$ cat config.mk
export PLATFORM = sky130hd
export DESIGN_NAME = gtxe2_chnl_rx_sync_ctrl
export DESIGN_NICKNAME = d
export VERILOG_FILES = /design/src/rtl/gtxe2_chnl_rx_sync_ctrl.sv
export SDC_FILE = /design/constraint.sdc
export NUM_CORES = 1
export LEC_CHECK = 0
export ABC_AREA = 1
export CAP_MARGIN = 40
export CORE_MARGIN = 2
export CORE_UTILIZATION = 45
export DETAILED_ROUTE_END_ITERATION = 16
export PLACE_DENSITY = 0.75
export SETUP_SLACK_MARGIN = 0.15
export SYNTH_ARGS = -nofsm -noshare
export SYNTH_HDL_FRONTEND = slang
export SYNTH_SLANG_ARGS = --single-unit
$ cat constraint.sdc
create_clock -name clk -period 1.8 [get_ports clk]
set_input_delay 0.18 -clock clk [delete_from_list [all_inputs] [get_ports clk]]
set_output_delay 0.18 -clock clk [all_outputs]
set_load 0.02 [all_outputs]
$ cat src/rtl/gtxe2_chnl_rx_sync_ctrl.sv
// gtxe2_chnl_rx_sync_ctrl: RX link-sync controller sequencing the comma aligner and qualifying lock.
//   clk, rst_n                    RXUSRCLK and asynchronous active-low reset
//   enable, rxelecidle            controller enable and electrical idle; either forces IDLE
//   rxbyteisaligned, rxbyterealign,
//   rxcommadet                    aligner status
//   rxdisperr, rxnotintable       per-byte 8b10b decoder error flags
//   rxpcommaalignen,
//   rxmcommaalignen, rxcommadeten aligner controls
//   sync_ok, state, err_cnt       lock status, FSM state (0 IDLE 1 HUNT 2 ACQ 3 LOCKED), error credit
//   hunt_timeout, sync_loss_cnt   HUNT timeout pulse, saturating LOCKED->HUNT event count
module gtxe2_chnl_rx_sync_ctrl #(
    parameter int ISK_WIDTH    = 2,
    parameter int LOCK_COMMAS  = 3,
    parameter int ERR_LIMIT    = 4,
    parameter int GOOD_RUN     = 16,
    parameter int HUNT_TIMEOUT = 1023,
    parameter int CNT_WIDTH    = 16
) (
    input  logic                 clk,
    input  logic                 rst_n,
    input  logic                 enable,
    input  logic                 rxelecidle,
    input  logic                 rxbyteisaligned,
    input  logic                 rxbyterealign,
    input  logic                 rxcommadet,
    input  logic [ISK_WIDTH-1:0] rxdisperr,
    input  logic [ISK_WIDTH-1:0] rxnotintable,
    output logic                 rxpcommaalignen,
    output logic                 rxmcommaalignen,
    output logic                 rxcommadeten,
    output logic                 sync_ok,
    output logic [1:0]           state,
    output logic [2:0]           err_cnt,
    output logic                 hunt_timeout,
    output logic [CNT_WIDTH-1:0] sync_loss_cnt
);
    localparam int CW = $clog2(LOCK_COMMAS + 1);
    localparam int GW = $clog2(GOOD_RUN + 1);
    localparam int TW = $clog2(HUNT_TIMEOUT + 1);

    typedef enum logic [1:0] {IDLE, HUNT, ACQ, LOCKED} state_t;

    state_t               st;
    logic [CW-1:0]        comma_cnt;
    logic [GW-1:0]        good_cnt;
    logic [TW-1:0]        timer;
    logic                 en, idle, realign, werr, ccw;
    logic [ISK_WIDTH-1:0] derr, nit;

    // Unknown input bits count as 0 so an undriven lane can never fake a comma or an error.
    always_comb begin
        en      = (enable === 1'b1);
        idle    = (rxelecidle === 1'b1);
        realign = (rxbyterealign === 1'b1);
        derr    = '0;
        nit     = '0;
        for (int i = 0; i < ISK_WIDTH; i++) begin
            derr[i] = (rxdisperr[i] === 1'b1);
            nit[i]  = (rxnotintable[i] === 1'b1);
        end
        werr = |(derr | nit);
        ccw  = (rxcommadet === 1'b1) & (rxbyteisaligned === 1'b1) & ~werr;
    end

    assign state = st;

    always_ff @(posedge clk or negedge rst_n) begin
        if (!rst_n) begin
            st              <= IDLE;
            comma_cnt       <= '0;
            good_cnt        <= '0;
            timer           <= '0;
            err_cnt         <= '0;
            sync_loss_cnt   <= '0;
            rxpcommaalignen <= 1'b0;
            rxmcommaalignen <= 1'b0;
            rxcommadeten    <= 1'b0;
            sync_ok         <= 1'b0;
            hunt_timeout    <= 1'b0;
        end else begin
            hunt_timeout <= 1'b0;
            if (idle | ~en) begin
                st              <= IDLE;
                comma_cnt       <= '0;
                good_cnt        <= '0;
                timer           <= '0;
                err_cnt         <= '0;
                rxpcommaalignen <= 1'b0;
                rxmcommaalignen <= 1'b0;
                rxcommadeten    <= 1'b0;
                sync_ok         <= 1'b0;
            end else begin
                case (st)
                    IDLE: begin
                        st              <= HUNT;
                        timer           <= '0;
                        rxpcommaalignen <= 1'b1;
                        rxmcommaalignen <= 1'b1;
                        rxcommadeten    <= 1'b1;
                    end
                    HUNT: begin
                        if (ccw) begin
                            st              <= ACQ;
                            comma_cnt       <= CW'(1);
                            timer           <= '0;
                            rxpcommaalignen <= 1'b0;
                            rxmcommaalignen <= 1'b0;
                        end else if (timer == TW'(HUNT_TIMEOUT - 1)) begin
                            // Dropping the enables for one cycle re-arms the aligner.
                            timer           <= '0;
                            hunt_timeout    <= 1'b1;
                            rxpcommaalignen <= 1'b0;
                            rxmcommaalignen <= 1'b0;
                        end else begin
                            timer           <= timer + 1'b1;
                            rxpcommaalignen <= 1'b1;
                            rxmcommaalignen <= 1'b1;
                        end
                    end
                    ACQ: begin
                        if (werr | realign) begin
                            st              <= HUNT;
                            comma_cnt       <= '0;
                            timer           <= '0;
                            rxpcommaalignen <= 1'b1;
                            rxmcommaalignen <= 1'b1;
                        end else if (ccw) begin
                            if (comma_cnt == CW'(LOCK_COMMAS - 1)) begin
                                st        <= LOCKED;
                                comma_cnt <= '0;
                                err_cnt   <= '0;
                                good_cnt  <= '0;
                                sync_ok   <= 1'b1;
                            end else begin
                                comma_cnt <= comma_cnt + 1'b1;
                            end
                        end
                    end
                    LOCKED: begin
                        // Credit exhaustion is acted on from the registered count, so a
                        // realign coinciding with an error still yields a single loss event.
                        if (realign | (err_cnt == 3'(ERR_LIMIT))) begin
                            st              <= HUNT;
                            err_cnt         <= '0;
                            good_cnt        <= '0;
                            timer           <= '0;
                            sync_ok         <= 1'b0;
                            rxpcommaalignen <= 1'b1;
                            rxmcommaalignen <= 1'b1;
                            if (~&sync_loss_cnt) sync_loss_cnt <= sync_loss_cnt + 1'b1;
                        end else if (werr) begin
                            err_cnt  <= err_cnt + 1'b1;
                            good_cnt <= '0;
                        end else if (good_cnt == GW'(GOOD_RUN - 1)) begin
                            good_cnt <= '0;
                            if (err_cnt != 3'd0) err_cnt <= err_cnt - 1'b1;
                        end else begin
                            good_cnt <= good_cnt + 1'b1;
                        end
                    end
                endcase
            end
        end
    end
endmodule

=== After elaboration in Yosys (flattened, before gate mapping) ===
Cells that the tools add are included.
Widths: inputs -> output; s select.

* Flip-flop bits (word level): 42
* Input port bits: 11
* Output and inout port bits: 26
* Logic and storage cells: 120

* Add/subtract/negate cells: 6
* Equal/unequal tests: 26
* Muxes and demuxes: 54
* Bitwise operators: 10
* Reductions and logical operators: 14

{| class="wikitable"
|+ Operators by type and width
! operator !! number
|-
| $mux 10 || 5
|-
| $pmux 10 s4 || 1
|-
| $mux 5 || 7
|-
| $mux 3 || 8
|-
| $mux 2 || 11
|-
| $ne 3x3->1 const B || 6
|-
| $add 16x1->16 const B || 1
|-
| $mux 1 || 16
|-
| $reduce_and 16->1 || 1
|-
| $reduce_and 4->1 || 3
|-
| $add 10x1->10 const B || 1
|-
| $eq 10x10->1 const B || 1
|-
| $ne 5x5->1 const B || 2
|-
| $pmux 5 s2 || 1
|-
| $eqx 1x1->1 const B || 9
|-
| $reduce_bool 3->1 || 3
|-
| $ne 4x4->1 const B || 2
|-
| $pmux 2 s4 || 1
|-
| $eq 2x2->1 const B || 3
|-
| $pmux 3 s2 || 1
|-
| $reduce_and 6->1 || 1
|-
| $add 5x1->5 const B || 1
|-
| $eq 5x4->1 const B || 1
|-
| $reduce_and 5->1 || 1
|-
| 17 further kinds || 23
|}

=== Depth between registers and ports, before layout ===
* Depth after elaboration: 9
* Gate-level depth with buffers: 11
* Depth with buffers taken out: 11

=== Least setup slack after synthesis ===
Ideal clock, no wire load.

* Path type: register to register
* Start: reg sync_loss_cnt[0]
* End: reg sync_loss_cnt[9]
* Setup time: 0.119 ns
* Data arrival time: 1.580 ns
* Data required time: 1.681 ns
* Path slack: 0.100 ns
* Stages on the path, launching flop included: 10
* Path buffers: 1
* Clock period less this slack: 1.700 ns
* Path through: dfrtp_1 > ha_1 > nand2_2 > nor2_4 > nand2_4 > o21bai_4 > inv_4 > buf_6 > o21ai_2 > nand2_1

* Word-level cells in the longest chain between the ends: 3
* Elaborated cells on any way between the ends: 4
* Classes of those cells: add/sub: 1; bitwise: 1; reduce/logical: 2

{| class="wikitable"
|+ Ends and longest elaborated chain
! item !! RTL line !! source
|-
| start, declared || 35 || <nowiki>output logic [CNT_WIDTH-1:0] sync_loss_cnt</nowiki>
|-
| start signal, assigned || 150 || <nowiki>if (~&sync_loss_cnt) sync_loss_cnt <= sync_loss_cnt + 1'b1;</nowiki>
|-
| branches (longest 3 deep; another with $add 16x1->16) || - ||
|}

Parallel ways; which one is timed is not known.
A chain may end at the register's enable or synchronous reset.

=== Final worst setup path ===
* Start: reg st[0], in the netlist state[0]
* End: out state[0]

{| class="wikitable"
|+ RTL lines
! item !! RTL line !! source
|-
| start, declared || 43 || <nowiki>state_t st;</nowiki>
|-
| start signal, assigned || 69 || <nowiki>st <= IDLE;</nowiki>
|-
| start signal, assigned || 83 || <nowiki>st <= IDLE;</nowiki>
|-
| start signal, assigned || 95 || <nowiki>st <= HUNT;</nowiki>
|-
| end, declared || 32 || <nowiki>output logic [1:0] state,</nowiki>
|}

No word-level cell between the ends.

==> impl_metrics.yaml <==
worst_setup_path:
  arrival_ns: 1.44
  crit_fanout: 4
  path_class: "reg -> out"
  crit_path_end_kind: "primary output"
  crit_required_ns: 1.62
  startpoint_type: "flip-flop"
detailed_routing:
  wl_met1_um: 2650
  wl_um: 5750
  met3_length_um: 203
  drc: 0
  wl_met2_um: 2820
  ant_nets: 0
  dr_total_vias: 2496
  vias_per_cell: 4.99
  drt_iter0_markers: 136
  routed.top_layer: "met4"
  routedWlPerCell_um: 11.5
  first_pass_iters: 4
yosys:
  synth.largest_area_cell: "dfrtp_1"
  synth_flop_cell: "dfrtp_1"
  synth_cells: 365
  ys_ff_latch: 42
  synth.most_common_cell: "nand2_1"
  netlist_area_um2: 2650
  ys_top_cells_by_count: "115 x nand2_1, 42 x dfrtp_1, 41 x nor2_1"
  synth-edff-count: 0
  async_flop_share: 1.00
  ys_seq_area_frac: 0.397
  yosysWarnings: 0
  synthesis.nets: 385
  synth_area_leaders: "dfrtp_1 40%, nand2_1 16%, nor2_1 5.8%, inv_1 5.7%, nand3_1 5.3%"
  ys_types: 32
  syn-mean-instance-area_um2: 7.25
  synth_top_area_share: 0.397
hold_path:
  hold_class: "in -> async"
floorplan:
  initial_core_util: 0.472
  core.rowCount: 27
  die_w_um: 80.7
  die_h_um: 80.7
  dieArea_um2: 6510
  boundaryPins: 37
  core_area_um2: 5610
clocking:
  cts.sinks: 42
  cts_tree: "yes"
  clockBufferDepth: 2
  cts_buffers: 5
  cts_max_level: 2
  clk_pin_slew_ns: 0.09
  cts_root_buffer: "clkbuf_8"
  clkLatencyLatePin_ns: 0.30
sta:
  hold_violations: 0
  fin_skew_ns: 0.0162
  slew_viol_final: 0
  min_period_ns: 1.62
  slew_headroom: 0.508
  grt_setup_unrepaired: "yes"
  max_freq_mhz: 617
  worst_pin_slew_ns: 0.738
  post-route-period-util: 0.901
  setup_viol: 0
  tns_ns: 0
power:
  cellLeakagePower_uw: 0.00162
  vdd_ir_drop_max_mv: 0.380
  finalPower_uw: 1770
  power_density_nw_per_um2: 511
layout:
  syn_to_final_growth_pct: 30.6
  drive_gt1_frac: 0.178
  nets: 447
  n_antenna_cell: 0
placement:
  io_buffer_count: 36
  gp_congestion: 0.854
  hpwl_um: 4300
global_route:
  track_usage: 0.196
  grt_max_degree: 34
  antenna_found_initial: 0
  grt_pass1_wl_um: 10000
  grt.overflow.total: 0
  grt_pass1_vias: 2338
job:
  drv_cap: 0
status:
  status: "finished clean"
-- worst paths after layout --
path	start	to	slack, ns	cells past startpoint
worst max-delay path	state[0]$_DFFE_PN0P_	state[0]	0.18	2
worst min-delay path	rst_n	timer[1]$_DFFE_PN0P_	0.48	2
worst max register to register	state[0]$_DFFE_PN0P_	good_cnt[0]$_DFFE_PN0P_	0.21	8
worst min register to register	sync_ok$_DFFE_PN0P_	sync_ok$_DFFE_PN0P_	0.50	2
max in group asynchronous	rst_n	sync_loss_cnt[6]$_DFFE_PN0P_	0.74	3
min in group clk	sync_ok$_DFFE_PN0P_	sync_ok$_DFFE_PN0P_	0.50	2
-- sequential cells by signal (all words and copies together) (netlist names) --
register,count
err_cnt,3
good_cnt,5
comma_cnt,2
timer,10
state,2
rxmcommaalignen,1
rxcommadeten,1
hunt_timeout,1
sync_ok,1
sync_loss_cnt,16
-- kinds of logic after synthesis --
| logic type | count (synthesis) | share of synthesized area |
|---|---|---|
| simple gates | 219 | 0.360 |
| xor+xnor | 15 | 0.0496 |
| fa+ha+maj | 9 | 0.0454 |
| flops | 42 | 0.397 |
| compound gates | 30 | 0.0662 |
| buf+inv | 50 | 0.0813 |
-- area by class of cell --
type	instances	area, um2
Sequential cell	42	1060
Fill cell	537	2150
Tap cell	72	90.1
Multi-Input combinational cell	273	1480
Inverter	44	168
Clock buffer	7	86.3
Timing Repair Buffer	61	567
Clock inverter	1	5.00
-- cells in the final DEF (no fill, tap or decap), types with 2 or more instances in the layout --
cell type,synthesis,final
inv_1,40,38
nand4_1,12,12
nand2_1,115,113
dfrtp_2,0,6
a21oi_1,7,6
dfrtp_1,42,36
nor2_2,1,4
o21ai_0,17,13
xor2_1,10,10
nor3_1,9,8
xnor2_1,5,5
ha_1,8,5
nor2_4,2,4
nand2_2,5,6
buf_4,2,22
nand3_1,28,23
nand3_2,0,4
nor3_2,1,2
nand2_4,1,2
dlymetal6s2s_1,0,2
clkbuf_8,0,6
o21ai_1,1,5
ha_4,0,2
or2_2,2,2
o21ai_2,2,2
clkdlybuf4s50_1,0,33
nor2_1,41,36
inv_2,3,5
-- worst max-delay path, cell delays in order (launching register included) --
cell,delay (ns)
dfrtp_2,0.43
buf_4,0.13
clkdlybuf4s50_1,0.59
-- layer usage --
metal / vias up / GRT usage
met2: 50 / 0.343
met5: - / 0
met1: 1155 / 0.245
li1: 1282 / -
met3: 9 / 0.0382
met4: 0 / 0.0525
-- per-stage QoR --
step                setup slack (ns)  hold slack, ns  std cells   util  area, um2
detailed placement           -0.0322           0.293        487  0.572       3210
CTS                            0.134           0.505        498  0.595       3340
finish                         0.179           0.475        500  0.616       3460
global route                   0.106           0.533        500  0.616       3460
floorplan                      0.152          -0.116        365      -       2650
global placement             0.00814           0.300        487  0.572       3210
-- repair_timing --
action | in CTS | in global routing
hold buffers | 1 | 0
endpoints found under the hold margin | 31 | 0
resized for setup | 4 | 32
setup buffers | 2 | 2
pin swaps | 0 | 5
setup endpoints to repair | 12 | 39
-- report_power, final --
| group | total, uW | internal [uW] | switching, uW |
|---|---|---|---|
| Combinational | 165 | 76.3 | 88.7 |
| Sequential | 969 | 956 | 12.8 |
| Clock | 632 | 310 | 322 |
| Total | 1770 | 1340 | 423 |
Note: power is estimated with default switching activity, not from simulation.
